### config.mk
export PLATFORM = sky130hd
export DESIGN_NAME = ysyx_040729_trap_ctrl
export DESIGN_NICKNAME = d
export VERILOG_FILES = /design/src/rtl/ysyx_040729_trap_ctrl.sv
export SDC_FILE = /design/constraint.sdc
export NUM_CORES = 1
export LEC_CHECK = 0
export CORE_MARGIN = 5
export CORE_UTILIZATION = 43
export DETAILED_ROUTE_END_ITERATION = 7
export PLACE_DENSITY = 0.89
export SLEW_MARGIN = 10
export SYNTH_ARGS = -nofsm -noshare
export SYNTH_HDL_FRONTEND = slang
export SYNTH_SLANG_ARGS = --single-unit
export TNS_END_PERCENT = 30
### constraint.sdc
create_clock -name clk -period 3.3 [get_ports clk]
set_input_delay 0.66 -clock clk [delete_from_list [all_inputs] [get_ports clk]]
set_output_delay 0.66 -clock clk [all_outputs]
set_load 0.01 [all_outputs]
### src/rtl/ysyx_040729_trap_ctrl.sv
// ----------------------------------------------------------------------------
// ysyx_040729_trap_ctrl
//   Machine-mode trap/return sequencer sitting at the commit boundary.
//   On an accepted interrupt or ECALL it writes mepc, mcause and mstatus
//   one per cycle, then asks fetch to redirect to the trap vector. On MRET it
//   restores mstatus and redirects to mepc. The pipeline is stalled for the
//   whole sequence.
//
// Ports
//   clk, rst_n        clock (rising edge), asynchronous active-low reset
//   inst_valid        instruction present at the commit boundary
//   inst_pc           PC of that instruction
//   ecall, mret       instruction kind, qualified by inst_valid
//   ext_irq, tmr_irq  interrupt pending levels
//   meie, mtie        per-source interrupt enables (mie CSR)
//   mtvec, mepc_in    current trap vector and mepc CSR values
//   redirect_ready    fetch accepts the redirect
//   stall             freeze pipeline / block commit
//   csr_we/waddr/wdata  single-port CSR write strobe, address, data
//   redirect_valid/pc   PC redirect request and target
//   mstatus_mie/mpie  internally held mstatus.MIE / mstatus.MPIE
// ----------------------------------------------------------------------------
module ysyx_040729_trap_ctrl #(
    parameter int DATA_WIDTH = 64
) (
    input  logic                  clk,
    input  logic                  rst_n,
    input  logic                  inst_valid,
    input  logic [DATA_WIDTH-1:0] inst_pc,
    input  logic                  ecall,
    input  logic                  mret,
    input  logic                  ext_irq,
    input  logic                  tmr_irq,
    input  logic                  meie,
    input  logic                  mtie,
    input  logic [DATA_WIDTH-1:0] mtvec,
    input  logic [DATA_WIDTH-1:0] mepc_in,
    input  logic                  redirect_ready,
    output logic                  stall,
    output logic                  csr_we,
    output logic [11:0]           csr_waddr,
    output logic [DATA_WIDTH-1:0] csr_wdata,
    output logic                  redirect_valid,
    output logic [DATA_WIDTH-1:0] redirect_pc,
    output logic                  mstatus_mie,
    output logic                  mstatus_mpie
);

    typedef enum logic [2:0] {
        IDLE     = 3'd0,
        T_EPC    = 3'd1,
        T_CAUSE  = 3'd2,
        T_STATUS = 3'd3,
        R_STATUS = 3'd4,
        REDIR    = 3'd5
    } state_t;

    localparam logic [11:0] ADDR_MSTATUS = 12'h300;
    localparam logic [11:0] ADDR_MEPC    = 12'h341;
    localparam logic [11:0] ADDR_MCAUSE  = 12'h342;

    // mcause layout: interrupt flag in the MSB, exception code in [3:0].
    function automatic logic [DATA_WIDTH-1:0] make_cause(input logic irq, input logic [3:0] code);
        logic [DATA_WIDTH-1:0] c;
        c = '0;
        c[DATA_WIDTH-1] = irq;
        c[3:0] = code;
        return c;
    endfunction

    state_t                state_r, next_state_s;
    logic [DATA_WIDTH-1:0] pc_r, pc_next_s;
    logic [DATA_WIDTH-1:0] cause_r, cause_next_s;
    logic [DATA_WIDTH-1:0] target_r, target_next_s;
    logic                  mie_r, mie_next_s;
    logic                  mpie_r, mpie_next_s;

    logic                  ev_valid_s;
    logic                  ext_take_s, tmr_take_s, ecall_take_s, mret_take_s;
    logic [DATA_WIDTH-1:0] vec_base_s, vec_off_s, trap_target_s;

    // rst_n is folded in so stall stays low while reset is held.
    assign ev_valid_s   = inst_valid & rst_n;
    assign ext_take_s   = ev_valid_s & ext_irq & meie & mie_r;
    assign tmr_take_s   = ev_valid_s & tmr_irq & mtie & mie_r;
    assign ecall_take_s = ev_valid_s & ecall;
    assign mret_take_s  = ev_valid_s & mret;

    // Vectored mode only applies to interrupts; exceptions always use the base.
    assign vec_base_s    = {mtvec[DATA_WIDTH-1:2], 2'b00};
    assign vec_off_s     = DATA_WIDTH'({cause_r[3:0], 2'b00});
    assign trap_target_s = ((mtvec[1:0] == 2'b01) && cause_r[DATA_WIDTH-1])
                         ? (vec_base_s + vec_off_s) : vec_base_s;

    // Next-state, datapath updates and output decode of the sequencer.
    always_comb begin
        next_state_s     = state_r;
        pc_next_s        = pc_r;
        cause_next_s     = cause_r;
        target_next_s    = target_r;
        mie_next_s       = mie_r;
        mpie_next_s      = mpie_r;
        stall            = 1'b0;
        csr_we           = 1'b0;
        csr_waddr        = 12'h000;
        csr_wdata        = '0;
        redirect_valid   = 1'b0;
        redirect_pc      = '0;
        case (state_r)
            IDLE: begin
                if (ext_take_s) begin
                    stall        = 1'b1;
                    cause_next_s = make_cause(1'b1, 4'hB);
                    pc_next_s    = inst_pc;
                    next_state_s = T_EPC;
                end else if (tmr_take_s) begin
                    stall        = 1'b1;
                    cause_next_s = make_cause(1'b1, 4'h7);
                    pc_next_s    = inst_pc;
                    next_state_s = T_EPC;
                end else if (ecall_take_s) begin
                    stall        = 1'b1;
                    cause_next_s = make_cause(1'b0, 4'hB);
                    pc_next_s    = inst_pc;
                    next_state_s = T_EPC;
                end else if (mret_take_s) begin
                    stall        = 1'b1;
                    next_state_s = R_STATUS;
                end else begin
                    next_state_s = IDLE;
                end
            end
            T_EPC: begin
                stall        = 1'b1;
                csr_we       = 1'b1;
                csr_waddr    = ADDR_MEPC;
                csr_wdata    = pc_r;
                next_state_s = T_CAUSE;
            end
            T_CAUSE: begin
                stall        = 1'b1;
                csr_we       = 1'b1;
                csr_waddr    = ADDR_MCAUSE;
                csr_wdata    = cause_r;
                next_state_s = T_STATUS;
            end
            T_STATUS: begin
                stall         = 1'b1;
                csr_we        = 1'b1;
                csr_waddr     = ADDR_MSTATUS;
                csr_wdata[7]  = mie_r;
                mpie_next_s   = mie_r;
                mie_next_s    = 1'b0;
                target_next_s = trap_target_s;
                next_state_s  = REDIR;
            end
            R_STATUS: begin
                stall         = 1'b1;
                csr_we        = 1'b1;
                csr_waddr     = ADDR_MSTATUS;
                csr_wdata[7]  = 1'b1;
                csr_wdata[3]  = mpie_r;
                mie_next_s    = mpie_r;
                mpie_next_s   = 1'b1;
                target_next_s = mepc_in;
                next_state_s  = REDIR;
            end
            REDIR: begin
                stall          = 1'b1;
                redirect_valid = 1'b1;
                redirect_pc    = target_r;
                if (redirect_ready) begin
                    next_state_s = IDLE;
                end else begin
                    next_state_s = REDIR;
                end
            end
            default: begin
                next_state_s = IDLE;
            end
        endcase
    end

    // State and latched trap context registers.
    always_ff @(posedge clk or negedge rst_n) begin
        if (!rst_n) begin
            state_r  <= IDLE;
            pc_r     <= '0;
            cause_r  <= '0;
            target_r <= '0;
            mie_r    <= 1'b0;
            mpie_r   <= 1'b0;
        end else begin
            state_r  <= next_state_s;
            pc_r     <= pc_next_s;
            cause_r  <= cause_next_s;
            target_r <= target_next_s;
            mie_r    <= mie_next_s;
            mpie_r   <= mpie_next_s;
        end
    end

    assign mstatus_mie  = mie_r;
    assign mstatus_mpie = mpie_r;

endmodule

==> Word-level counts from Yosys, hierarchy flattened <==
Cells that the tools add are included.
{ "totals": {"register_bits": 197, "output_inout_bits": 145} }
{ "op_classes": {"bitwise_logic": 9, "n_addsub": 1, "n_eq_ne": 6, "n_reduce_logical": 8, "muxes": 30} }
{ "op_table": {"columns": ["op", "n"], "rows": [
  ["2-to-1 mux 64 bit", 8],
  ["case mux 64 bit (2 select lines)", 1],
  ["case mux 56 bit (2 select lines)", 1],
  ["adder 64 x 6 -> 64 bit", 1],
  ["case mux 10 bit (3 select lines)", 1],
  ["2-to-1 mux 3 bit", 5],
  ["case mux 3 bit (5 select lines)", 1],
  ["case mux 3 bit (2 select lines)", 2],
  ["AND 1 bit", 9],
  ["== test 3 x 2 -> 1 bit, second input constant", 2],
  ["== test 3 bit, second input constant", 2],
  ["2-to-1 mux 1 bit", 6],
  ["case mux 1 bit (2 select lines)", 3],
  ["OR reduction 5 bit", 1],
  ["case mux 1 bit (4 select lines)", 1],
  ["OR reduction 4 bit", 1],
  ["== test 3 x 1 -> 1 bit, second input constant", 1],
  ["logical NOT 3 bit", 1],
  ["case mux 1 bit (3 select lines)", 1],
  ["nonzero test 3 bit", 1],
  ["== test 2 x 1 -> 1 bit, second input constant", 1],
  ["AND reduction 2 bit", 1],
  ["nonzero test 2 bit", 1],
  ["OR reduction 2 bit", 1],
  ["logical AND 1 bit", 1]
]} }

==> Longest topological paths before layout <==
{ "logic_depth": {"word_depth": 7, "depth_mapped": 10, "depth_no_buf": 8} }

==> Worst setup path after synthesis <==
OpenSTA, ideal clock, no wires.
{ "synth_path": {"path_kind": "input to register", "start": "in mtvec[2]", "end": "reg target_r[50]", "setup_time_ns": 0.083, "arrival_ns": 2.509, "n_path_buf": 1, "t_required_ns": 3.217, "cell_stages": 9, "setup_slack_ns": 0.709, "cell_sequence": "ha_1 fa_1 a21o_1 a21oi_1 nor4_1 buf_2 and3_1 mux2_2 o21ai_0"} }
{ "synth_between": {"elab_chain_cells": 3} }
{ "synth_lines": {"columns": ["element", "line_no", "rtl"], "rows": [
  ["start, declared", "36", "input logic [DATA_WIDTH-1:0] mtvec,"],
  ["adder 64 x 6 -> 64 bit", "93", "? (vec_base_s + vec_off_s) : vec_base_s;"],
  ["2-to-1 mux 64 bit", "93", null],
  ["case mux 64 bit (2 select lines)", "109", "case (state_r)"],
  ["end signal, assigned", "197", "target_r <= target_next_s;"],
  ["end, declared", "74", "logic [DATA_WIDTH-1:0] target_r, target_next_s;"]
]} }
Every way passes these cells.
A chain may end at the register's enable or synchronous reset.

==> Worst setup path in the final report <==
{ "layout_path": {"start": "reg state_r[2]", "end": "out redirect_pc[4]"} }
{ "layout_between": {"elab_chain_cells": 2} }
{ "layout_lines": {"columns": ["element", "line_no", "rtl"], "rows": [
  ["start, declared", "71", "state_t state_r, next_state_s;"],
  ["start signal, assigned", "194", "state_r <= next_state_s;"],
  ["== test 3 bit", "109", null],
  ["2-to-1 mux 64 bit", "109", null],
  ["end, declared", "44", "output logic [DATA_WIDTH-1:0] redirect_pc,"]
]} }
Every way passes these cells.

==> key figures <==
Power
  – Max VDD drop: 412 uV
  – Leakage power: 5.29 nW
  – Total power: 9.10 mW
  – Pwr dens: 741 nW/um^2

GRT
  – Pin count of the biggest net entering global routing: 70
  – Grt ovf: 0
  – Initial antenna violation count: 2
  – Vias in the first global route: 8166
  – First-pass GRT wire length: 44500 um
  – GR Util All Layers: 25.7%

Critical path
  – Crit path launch type: register
  – CP arrival: 2460 ps
  – Crit path max fanout: 34
  – Crit. End Element: output port
  – CP Class: reg -> out
  – WP data required: 2640 ps

STA
  – Final setup fails: 0
  – Total negative slack: 0 ps
  – Slew HR: 40.8%
  – Unrepaired setup endpoints after global routing: false
  – Layout Skew: 11.2 ps
  – Slew Limit Fails: 0
  – Hold violation count in the final report: 0
  – Final worst-path cycle share: 94.6%
  – Final min period: 3120 ps
  – Fmax: 320 MHz
  – Worst Tran Pin Value: 887 ps

Clock network
  – Clock root cell: clkbuf_16
  – Hold bufs inserted after CTS: 0
  – Clock transition at path regs: 70 ps
  – Post-CTS sizing: 0
  – CTS tree: done
  – Post-CTS setup buffer count: 0
  – H-tree levels: 4
  – Number of buffers created by CTS: 17
  – Clk buf depth: 2
  – # clock sinks: 137
  – Worst skew pair latency: 420 ps

Logic synthesis
  – Top FF cell, synth: dfrtp_1
  – Asr flop ratio synth: 100%
  – Distinct cells, synth: 52
  – Synthesized area: 8050 um^2
  – Post-synth EDFFs: 0
  – Seq/Total Area, Yosys: 42.6%
  – Yosys warnings: 0
  – FF+latch count, synth: 137
  – Cells after synthesis: 886
  – Post-Syn Area per Cell: 9.09 um^2

Floorplan
  – I/O Pins: 347
  – Die area: 21600 um^2
  – Placeable Area: 18600 um^2
  – Starting Density: 43.3%
  – Die height: 147 um
  – Chip width: 147 um
  – Row count: 50

Detailed routing
  – Final ANT Viol Nets: 0
  – Via count: 7916
  – Vias per cell: 5.45
  – DRT Pass-1 Iters: 5
  – Residual DRC: 0
  – Final WL: 28100 um
  – Wire per inst: 19.3 um
  – Iteration-0 DRC Markers: 410

Layout
  – Antenna Cells: 0
  – Layout fillers: 1442
  – Fin nets: 1412
  – Util after Layout: 66.1%
  – Area Overhead vs Synth: 52.4%
  – Share of cells above drive strength 1: 12.0%

Placement
  – I/O Buffers: 339
  – Routability cong.: 0.877
  – Post-DP HPWL: 21000 um

Run status
  – Status: finished clean

Job
  – # Max-Cap Violations: 0

Worst hold path
  – Hold Crit Class: in -> async
==> synth_stat cells, drive strengths merged (4+ instances only) <==
| cell type | n | area share (%) |
|---|---|---|
| clkbuf | 52 | 2.4 |
| a22oi | 5 | 0.47 |
| a22o | 7 | 0.76 |
| nand2b | 5 | 0.39 |
| dfrtp | 137 | 43 |
| inv | 8 | 0.37 |
| and3 | 120 | 9.3 |
| nand2 | 140 | 6.5 |
| nand3 | 21 | 1.4 |
| nor2 | 27 | 1.3 |
| nor3 | 13 | 1.1 |
| nand4 | 18 | 1.4 |
| ha | 4 | 0.62 |
| nor4 | 4 | 0.39 |
| xnor2 | 27 | 2.9 |
| a21oi | 55 | 3.4 |
| a31oi | 10 | 0.78 |
| mux2 | 66 | 9.2 |
| xor2 | 30 | 3.3 |
| buf | 18 | 1.4 |
| o21ai | 18 | 1.1 |
| and2 | 65 | 5.1 |
==> cells by family after synthesis <==
family | after synthesis | share of synthesized area (%)
fa+ha+maj | 5 | 0.870
other cells | 1 | 0.0466
mux | 69 | 9.60
flops | 137 | 42.6
xor+xnor | 57 | 6.20
compound gates | 107 | 7.74
simple gates | 432 | 28.8
buf+inv | 78 | 4.18
==> cells in the final DEF (no fill, tap or decap), drive strengths merged, types with 5 or more instances in the layout <==
cell type / n
mux2: 66
a22oi: 5
inv: 18
nand3: 21
xnor2: 27
nand2: 140
a31oi: 10
nand2b: 5
buf: 26
clkdlybuf4s50: 338
a21oi: 55
nor3: 13
dfrtp: 137
conb: 7
and2: 65
o21ai: 18
and3: 120
a22o: 7
xor2: 30
nor2: 27
nand4: 18
clkbuf: 17
==> cell type report <==
type	count	area (um^2)	share of cell area, %
Clock buffer	17	425	3.47
Tap cell	234	293	2.39
Inverter	8	30.0	0.245
Timing Repair Buffer	364	3590	29.3
Multi-Input combinational cell	677	4350	35.4
Sequential cell	137	3430	27.9
Clock inverter	15	155	1.26
==> flip-flops by register name, indices dropped and copies added, names as in the netlist <==
name          flops
cause_r           4
mstatus_mie       1
mstatus_mpie      1
pc_r             64
state_r           3
target_r         64
==> final timing paths <==
check	start	endpoint	slack (ps)	depth (start not counted)
max	state_r[2]	redirect_pc[4]	180	4
min reg2reg	pc_r[25]	pc_r[25]	500	1
max reg2reg	cause_r[1]	target_r[52]	740	11
min	rst_n	pc_r[7]	80	1
min in group clk	pc_r[25]	pc_r[25]	500	1
max in group asynchronous	rst_n	target_r[7]	2070	2
==> critical path: stages (launching register included) <==
cell and delay [ps]:
dfrtp_1 540, nor2b_4 360, buf_4 350, and3_1 240
clkdlybuf4s50_1 550
==> power by group <==
group / internal, mW / total, mW / switching, mW / leakage, nW
Sequential: 2.54 / 3.02 / 0.478 / 1.63
Clock: 1.07 / 1.92 / 0.852 / 0.274
Combinational: 2.19 / 4.16 / 1.97 / 3.38
==> routing by layer <==
metal | up-vias | routed length, um | part of all wire (%) | track usage, %
li1 | 3683 | - | - | -
met1 | 3776 | 10300 | 37 | 29.5
met2 | 390 | 13700 | 49 | 43.3
met3 | 63 | 3110 | 11 | 10.1
met4 | 4 | 976 | 3.5 | 9.88
met5 | - | 14 | 0.050 | 0
==> stage by stage <==
| stage | cell area [um^2] | setup WS, ps | instances | hold slack [ps] |
|---|---|---|---|---|
| global placement | 11700 | 156 | 1420 | 472 |
| global route | 12300 | 56.2 | 1452 | 72.9 |
| detailed placement | 11700 | 99.9 | 1420 | 484 |
| CTS | 12300 | 147 | 1452 | 69.0 |
| floorplan | 8070 | 709 | 892 | 364 |
| finish | 12300 | 180 | 1452 | 80.7 |
(Power assumes the default switching activity.)
